$ cat src/rtl/noc_pkg.sv
// -----------------------------------------------------------------------------
// noc_pkg
// Shared definitions for the PE-to-router ingress path.
//   FLIT_W            : flit width in bits
//   DEST_HI..DEST_LO  : destination field inside a flit
//   PAYLOAD_W         : payload width (low bits of the flit)
//   NUM_PE            : number of addressable processing elements
//   flit_class_e      : where a head flit goes (router, loopback, discard)
//   classify()        : maps a destination to its flit class
// -----------------------------------------------------------------------------
package noc_pkg;

  localparam int FLIT_W    = 32;
  localparam int DEST_HI   = 31;
  localparam int DEST_LO   = 24;
  localparam int PAYLOAD_W = 24;
  localparam int NUM_PE    = 16;
  localparam int DEST_W    = FLIT_W - PAYLOAD_W;

  typedef enum logic [1:0] {
    NET  = 2'd0,
    LOOP = 2'd1,
    DROP = 2'd2
  } flit_class_e;

  // Out-of-range destinations are discarded before the self-address check,
  // so a PE whose own address is out of range never loops anything back.
  function automatic flit_class_e classify(input logic [DEST_W-1:0] dest,
                                           input int address,
                                           input int num_pe);
    flit_class_e cls;
    if (int'(dest) >= num_pe) begin
      cls = DROP;
    end else if (int'(dest) == address) begin
      cls = LOOP;
    end else begin
      cls = NET;
    end
    return cls;
  endfunction

endpackage

$ cat src/rtl/noc_flit_fifo.sv
// -----------------------------------------------------------------------------
// noc_flit_fifo
// Synchronous FIFO with valid/ready on both sides and a combinational head.
//   clk       : clock
//   rst       : asynchronous active-low reset (clears pointers and occupancy)
//   in_data   : write data
//   in_valid  : write request
//   in_ready  : not full; a write happens when in_valid && in_ready
//   out_data  : head entry (meaningful only while out_valid)
//   out_valid : not empty
//   out_ready : consumer takes the head; a read happens when both are high
// DEPTH must be a power of two so the pointers wrap by natural overflow.
// -----------------------------------------------------------------------------
module noc_flit_fifo
  import noc_pkg::*;
#(
  parameter int WIDTH = FLIT_W,
  parameter int DEPTH = 4
) (
  input  logic             clk,
  input  logic             rst,
  input  logic [WIDTH-1:0] in_data,
  input  logic             in_valid,
  output logic             in_ready,
  output logic [WIDTH-1:0] out_data,
  output logic             out_valid,
  input  logic             out_ready
);

  localparam int PTR_W = $clog2(DEPTH);

  logic [WIDTH-1:0] mem_q [DEPTH];
  logic [PTR_W-1:0] wr_ptr_q, wr_ptr_d;
  logic [PTR_W-1:0] rd_ptr_q, rd_ptr_d;
  logic [PTR_W:0]   count_q, count_d;

  logic full;
  logic empty;
  logic push;
  logic pop;

  assign full  = (count_q == (PTR_W+1)'(DEPTH));
  assign empty = (count_q == '0);

  // Readiness is based on the registered full flag only: a pop in the same
  // cycle never frees a slot for an incoming write.
  assign in_ready  = ~full;
  assign out_valid = ~empty;
  assign out_data  = mem_q[rd_ptr_q];

  assign push = in_valid & ~full;
  assign pop  = out_ready & ~empty;

  always_comb begin
    wr_ptr_d = wr_ptr_q;
    rd_ptr_d = rd_ptr_q;
    count_d  = count_q;
    if (push) wr_ptr_d = wr_ptr_q + PTR_W'(1);
    if (pop)  rd_ptr_d = rd_ptr_q + PTR_W'(1);
    unique case ({push, pop})
      2'b10:   count_d = count_q + (PTR_W+1)'(1);
      2'b01:   count_d = count_q - (PTR_W+1)'(1);
      default: count_d = count_q;
    endcase
  end

  always_ff @(posedge clk or negedge rst) begin
    if (!rst) begin
      wr_ptr_q <= '0;
      rd_ptr_q <= '0;
      count_q  <= '0;
    end else begin
      wr_ptr_q <= wr_ptr_d;
      rd_ptr_q <= rd_ptr_d;
      count_q  <= count_d;
    end
  end

  // Storage is not reset; empty entries are never observed because every
  // consumer of out_data is qualified by out_valid.
  always_ff @(posedge clk) begin
    if (push) mem_q[wr_ptr_q] <= in_data;
  end

endmodule

$ cat src/rtl/pe_ingress_port.sv
// -----------------------------------------------------------------------------
// pe_ingress_port
// Buffers flits from a PE and steers each head flit to the router, back to
// the PE receive side (self-addressed), or discards it (bad destination).
//   clk          : clock
//   rst          : asynchronous active-low reset
//   i_data       : PE flit, [31:24] destination, [23:0] payload
//   i_data_valid : PE flit valid
//   o_data_ready : port can accept a PE flit
//   o_data       : flit to router (0 when not valid)
//   o_data_valid : router flit valid
//   i_data_ready : router accepts the flit
//   o_loop_data  : self-addressed flit to PE receive side (0 when not valid)
//   o_loop_valid : loop flit valid
//   i_loop_ready : PE receive side accepts the loop flit
//   o_sent_count : flits forwarded to router or loop, saturating
//   o_drop_count : flits discarded, saturating
// -----------------------------------------------------------------------------
module pe_ingress_port
  import noc_pkg::*;
#(
  parameter int ADDRESS = 0,
  parameter int DEPTH   = 4,
  parameter int NUM_PE  = noc_pkg::NUM_PE
) (
  input  logic              clk,
  input  logic              rst,
  input  logic [FLIT_W-1:0] i_data,
  input  logic              i_data_valid,
  output logic              o_data_ready,
  output logic [FLIT_W-1:0] o_data,
  output logic              o_data_valid,
  input  logic              i_data_ready,
  output logic [FLIT_W-1:0] o_loop_data,
  output logic              o_loop_valid,
  input  logic              i_loop_ready,
  output logic [15:0]       o_sent_count,
  output logic [15:0]       o_drop_count
);

  logic              ready_en_q;
  logic              fifo_in_ready;
  logic [FLIT_W-1:0] head_data;
  logic              head_valid;
  logic              head_ready;
  flit_class_e       head_cls;
  logic              net_v;
  logic              loop_v;
  logic              drop_v;
  logic              pop;
  logic [15:0]       sent_q, sent_d;
  logic [15:0]       drop_q, drop_d;

  // Holds o_data_ready low during reset and lets it rise on the first clock
  // edge after release, independent of the FIFO's own full flag.
  always_ff @(posedge clk or negedge rst) begin
    if (!rst) ready_en_q <= 1'b0;
    else      ready_en_q <= 1'b1;
  end

  noc_flit_fifo #(
    .WIDTH (FLIT_W),
    .DEPTH (DEPTH)
  ) u_fifo (
    .clk       (clk),
    .rst       (rst),
    .in_data   (i_data),
    .in_valid  (i_data_valid & ready_en_q),
    .in_ready  (fifo_in_ready),
    .out_data  (head_data),
    .out_valid (head_valid),
    .out_ready (head_ready)
  );

  assign o_data_ready = fifo_in_ready & ready_en_q;

  assign head_cls = classify(head_data[DEST_HI:DEST_LO], ADDRESS, NUM_PE);
  assign net_v    = head_valid & (head_cls == NET);
  assign loop_v   = head_valid & (head_cls == LOOP);
  assign drop_v   = head_valid & (head_cls == DROP);

  // A discarded head pops immediately so it never stalls the queue.
  always_comb begin
    head_ready = 1'b0;
    unique case (head_cls)
      NET:     head_ready = i_data_ready;
      LOOP:    head_ready = i_loop_ready;
      DROP:    head_ready = 1'b1;
      default: head_ready = 1'b0;
    endcase
  end

  assign pop = head_valid & head_ready;

  assign o_data_valid = net_v;
  assign o_loop_valid = loop_v;
  assign o_data       = net_v  ? head_data : '0;
  assign o_loop_data  = loop_v ? head_data : '0;

  always_comb begin
    sent_d = sent_q;
    drop_d = drop_q;
    if (pop && !drop_v && (sent_q != 16'hFFFF)) sent_d = sent_q + 16'd1;
    if (drop_v && (drop_q != 16'hFFFF))         drop_d = drop_q + 16'd1;
  end

  always_ff @(posedge clk or negedge rst) begin
    if (!rst) begin
      sent_q <= '0;
      drop_q <= '0;
    end else begin
      sent_q <= sent_d;
      drop_q <= drop_d;
    end
  end

  assign o_sent_count = sent_q;
  assign o_drop_count = drop_q;

endmodule

$ cat config.mk
export PLATFORM = sky130hd
export DESIGN_NAME = pe_ingress_port
export DESIGN_NICKNAME = d
export VERILOG_FILES = /design/src/rtl/noc_pkg.sv /design/src/rtl/noc_flit_fifo.sv /design/src/rtl/pe_ingress_port.sv
export SDC_FILE = /design/constraint.sdc
export NUM_CORES = 1
export LEC_CHECK = 0
export CAP_MARGIN = 15
export CORE_ASPECT_RATIO = 0.6
export CORE_UTILIZATION = 56
export CTS_CLUSTER_DIAMETER = 60
export DETAILED_ROUTE_END_ITERATION = 8
export GPL_TIMING_DRIVEN = 0
export PLACE_DENSITY = 0.83
export SLEW_MARGIN = 10
export SYNTH_ARGS = -nofsm -noshare
export SYNTH_HDL_FRONTEND = slang
export SYNTH_SLANG_ARGS = --single-unit
$ cat constraint.sdc
create_clock -name clk -period 7.9 [get_ports clk]
set_clock_uncertainty 0.05 [all_clocks]
set_input_delay 1.58 -clock clk [delete_from_list [all_inputs] [get_ports clk]]
set_output_delay 1.58 -clock clk [all_outputs]
set_load 0.01 [all_outputs]
**Yosys cells after proc, flatten, opt, wreduce, memory -nomap -nowiden**

Memories as Yosys holds them, arrays and structs flattened.
Index checks and enable logic that the tools add are counted.
W data, S select, Z words.

- Register bits after elaboration: 40
- Bits in writable memories: 128
- Input port bits: 37
- Output and inout bits: 99
- Word-level logic and storage cells: 46
- Memories kept: 1

- $add $sub $neg: 6
- Order comparisons: 1
- Equal/unequal tests: 7
- Muxes and demuxes: 8
- Bitwise operators: 9
- Reductions and logical operators: 8

Memories:

| name | depth | width | rd ports | clocked after Yosys merged registers in | write ports | RTL line | source |
|---|---|---|---|---|---|---|---|
| u_fifo.mem_q | 4 | 32 | 1 | 0 | 1 | noc_flit_fifo.sv:32 | `logic [WIDTH-1:0] mem_q [DEPTH];` |

Operators with widths:

| cell | count |
|---|---|
| $mux W32 | 2 |
| $add A16 B1 Y16 const B | 2 |
| $ne A16 B16 Y1 const B | 2 |
| $ge A8 B5 Y1 const B | 1 |
| $logic_not A8 Y1 | 1 |
| $and A1 B1 Y1 | 7 |
| $pmux W3 S2 | 1 |
| $add A2 B1 Y2 const B | 2 |
| $eq A2 B1 Y1 const B | 2 |
| $eq A2 B2 Y1 const B | 2 |
| $add A3 B1 Y3 const B | 1 |
| $eq A3 B3 Y1 const B | 1 |
| $logic_and A1 B1 Y1 | 3 |
| $logic_not A3 Y1 | 1 |
| $mux W1 | 3 |
| $pmux W1 S3 | 1 |
| $sub A3 B1 Y3 const B | 1 |
| $logic_not A2 Y1 | 1 |
| $mux W2 | 1 |
| $not A1 Y1 | 2 |
| $reduce_bool A2 Y1 | 1 |
| $logic_not A1 Y1 | 1 |

**Depth between registers and ports, before layout**

An unclocked memory read counts as a cell.

- Depth in word-level cells: 9
- Gate-level depth with buffers: 12
- Gate-level depth less buffers: 10

**Cells and area by module**

Synthesis repeated with hierarchy kept, for this count alone.

- Cell total of the unflattened synthesis: 427
- Area total of the unflattened synthesis: 7154.4 µm²

By module, submodules not included:

| module | instances | cells each | area each (µm²) | sequential area each (µm²) |
|---|---|---|---|---|
| noc_flit_fifo | 1 | 205 | 5062.4 | 4018.9 |
| pe_ingress_port | 1 | 222 | 2092.0 | 825.8 |

**Least setup slack after synthesis**

Ideal clock, no wire load.

- Path type: register to output
- Start point: register u_fifo.rd_ptr_q[1]
- End point: output port o_loop_data[15]
- Arrival time: 2335 ps
- Required time: 6270 ps
- Slack: 3935 ps
- Cell stages (with the launch flop): 9
- Cells stage by stage: dfrtp_1 -> buf_2 -> or4b_2 -> nor3_1 -> or4_1 -> clkbuf_1 -> and2_1 -> clkbuf_1 -> and3_1

- Longest elaborated chain between the ends: 7

RTL lines:

| element | RTL line | source |
|---|---|---|
| start: declaration | noc_flit_fifo.sv:34 | `logic [PTR_W-1:0] rd_ptr_q, rd_ptr_d;` |
| start signal: assignment | noc_flit_fifo.sv:74 | `rd_ptr_q <= rd_ptr_d;` |
| $mem_v2 Z4 W32 * | - |  |
| parallel branches: the longest is 5 deep, another holds $ge A8 B5 Y1 | - |  |
| $mux W32 * | pe_ingress_port.sv:98 | `assign o_loop_data = loop_v ? head_data : '0;` |
| end: declaration | pe_ingress_port.sv:34 | `output logic [FLIT_W-1:0] o_loop_data,` |

Every way passes the cells marked *.

**Final worst setup path**

- Start point: register u_fifo.rd_ptr_q[1]
- End point: output port o_loop_data[18]

Same word-level chain as after synthesis.

==> flow_summary.ini <==
[detailed_routing]
vias = 4304
ant_nets = 0
wl_per_cell_um = 19.9
firstDrtPassIters = 4
drt-initial-drc-count = 275
vias_per_cell = 5.65
drc = 0
drt-total-wl_mm = 15.1

[clock_network]
clock_sinks = 168
clk_latency_ns = 0.41
ctsHoldBuffers = 0
clock_path_buffers = 2
cts.reportedPaths.clkPinSlew_ns = 0.06
h-tree-depth = 4
cts_resized = 0
cts_tree = done
cts_setup_buffers = 0
clockRootBuffer = clkbuf_16
numCtsBuffers = 17

[critical_path]
path_class = flop to output pin
crit_path_start_kind = flop
cp.arrival_ns = 4.08
end_kind = output pin
path_max_fanout = 10
worstPathRequired_ns = 6.27

[synth]
yosysUniqueCellTypes = 42
yosysWarnings = 0
syn_area_um2 = 7050
synthArstFlopShare = 0.238
ys_seq_area_frac = 0.687
synthFlopType = edfxtp_1
synth_seq_cells = 168
syn_inst = 427
synth_area_leader_cell = edfxtp_1
synth-edff-count = 128
synthTopCellsByArea = edfxtp_1 (55%), dfrtp_1 (14%), mux4_2 (8.9%), and3_1 (3.1%), and2_1 (2.5%)
synth_area_per_cell_um2 = 16.5
yosysTopAreaCellShare = 0.545

[die]
num_io_pins = 136
initial_core_util = 0.579
rows = 31
die_x_um = 147
fp.dieH_um = 88.9
die-area_um2 = 13100
core_um2 = 12200

[timing]
slew-limit-headroom = 0.366
worstMarginPinSlew_ns = 0.950
timing.final.crit_period_ns = 5.71
setup_tns_ns = 0
clock.fmax_mhz = 175
drv_slew = 0
finalSetupViolCount = 0
final_hold_viol_count = 0
rsz0062_at_grt = no
finalCritPeriodShare = 0.723

[global_routing]
grt_max_degree = 34
antenna_found_initial = 0
grt_usage = 0.243
busiest_layer = met2
grt_pass1_wl_mm = 23.0
grt.overflow.total = 0
use_met1 = 0.337
grt_use_met3 = 0.0607
grtUsageMet2 = 0.382
grt_pass1_vias = 4157

[power]
clkPwrFrac = 0.297
p_per_area_nw_per_um2 = 298
p_leak_nw = 3.40
power_switching_uw = 807
p_sw_frac = 0.294
vdd_drop_max_mv = 0.194
intPower_mw = 1.94
combPwrFrac = 0.280
pwr-share-seq = 0.423

[job]
drv_cap = 0

[layout]
area_growth_pct = 30.6
drive_gt1_frac = 0.168
diodes = 0
final_nets = 629
fin_util = 0.756

[outcome]
run_status = completed

[hold_path]
hp-class = flop to flop

[place]
gp_congestion = 0.835
port_buffers = 123
dp_hpwl_mm = 10.3
per-stage QoR:
step	setup slack, ns	hold slack [ns]	power, mW	instances	cell area [µm²]
final	2.19	0.450	2.74	762	9210
after global routing	2.04	0.467	2.86	762	9210
after CTS	2.18	0.450	2.76	762	9210
after detailed placement	2.71	0.437	1.93	730	8610
after global placement	2.84	0.428	1.88	726	8530
after floorplan	3.93	0.414	1.63	438	7090
kinds of logic (layout without fill, tap and decap cells):
| family | Yosys count | count (layout) | synth area share |
|---|---|---|---|
| flops | 168 | 168 | 0.687 |
| fa+ha+maj | 8 | 8 | 0.0153 |
| other cells | 2 | 13 | 0.00106 |
| mux | 33 | 33 | 0.0971 |
| simple gates | 133 | 133 | 0.117 |
| buf+inv | 43 | 202 | 0.0334 |
| compound gates | 5 | 5 | 0.00568 |
| xor+xnor | 35 | 35 | 0.0435 |
critical path: stages, from the launching register on:
cell	delay [ns]
dfrtp_1	0.49
buf_2	0.30
or4b_2	0.62
nor3_1	0.22
or4_1	0.17
clkbuf_1	0.29
and2_1	0.34
clkbuf_1	0.41
and3_1	0.26
clkdlybuf4s50_1	0.58
cells in the final DEF, fill, tap and decap left out, types with 3 or more instances in the layout:
master | netlist | routed
edfxtp_1 | 128 | 128
clkdlybuf4s50_1 | 0 | 122
dfrtp_1 | 40 | 40
and3_1 | 35 | 31
mux4_2 | 28 | 28
and2_1 | 28 | 28
clkbuf_16 | 0 | 21
xnor2_1 | 20 | 20
xor2_1 | 15 | 15
inv_1 | 14 | 14
clkbuf_1 | 11 | 13
conb_1 | 2 | 13
nand2_1 | 12 | 12
buf_4 | 12 | 12
nand3_1 | 11 | 11
nor2_1 | 8 | 8
nand4_1 | 8 | 8
nor3_1 | 7 | 7
and3_2 | 3 | 7
ha_1 | 7 | 7
nor3_2 | 5 | 5
buf_12 | 0 | 4
buf_2 | 2 | 3
nor4_1 | 3 | 3
clkinv_2 | 0 | 3
cells in the mapped netlist, types with 11 or more instances:
master	count
dfrtp_1	40
and2_1	28
edfxtp_1	128
and3_1	35
buf_4	12
xnor2_1	20
nand3_1	11
inv_1	14
clkbuf_1	11
nand2_1	12
xor2_1	15
mux4_2	28
per-layer routing:
layer	wire [µm]	share of wire
met1	6450	0.43
met3	1090	0.072
met2	7310	0.48
met5	0	0
met4	282	0.019
cell type report:
type                       instances  area (µm²)
clock buffer                      24         547
sequential                       168        4840
inverter                          14        52.6
multi-input combinational        227        2020
buffer                            29         183
clock inverter                     8        55.1
fill                             707        2970
tap                              165         206
timing repair buffer             127        1310
final timing paths:
kind                                          from                 end  slack (ns)  depth (start not counted)
worst max-delay path            u_fifo.rd_ptr_q[1]     o_loop_data[18]        2.19                          9
worst min-delay path               o_drop_count[5]     o_drop_count[5]        0.45                          1
worst max register to register  u_fifo.rd_ptr_q[0]   u_fifo.count_q[2]        4.36                         11
worst min register to register     o_drop_count[5]     o_drop_count[5]        0.45                          1
max in group asynchronous                      rst  u_fifo.wr_ptr_q[0]        6.42                          2
min in group asynchronous                      rst     o_sent_count[5]        0.95                          1
power groups by stage:
stage | combinational (mW) | sequential (mW) | clock [mW]
floorplan | 0.459 | 1.17 | 0
global placement | 0.716 | 1.17 | 0
detailed placement | 0.759 | 1.17 | 0
CTS | 0.773 | 1.16 | 0.828
global route | 0.829 | 1.17 | 0.864
finish | 0.768 | 1.16 | 0.816
flip-flops by register name, summed over array words and instances (netlist names):
signal,cells
ready_en_q,1
u_fifo.rd_ptr_q,2
o_drop_count,16
u_fifo.mem_q,128
o_sent_count,16
u_fifo.count_q,3
u_fifo.wr_ptr_q,2
(Power assumes the default switching activity.)
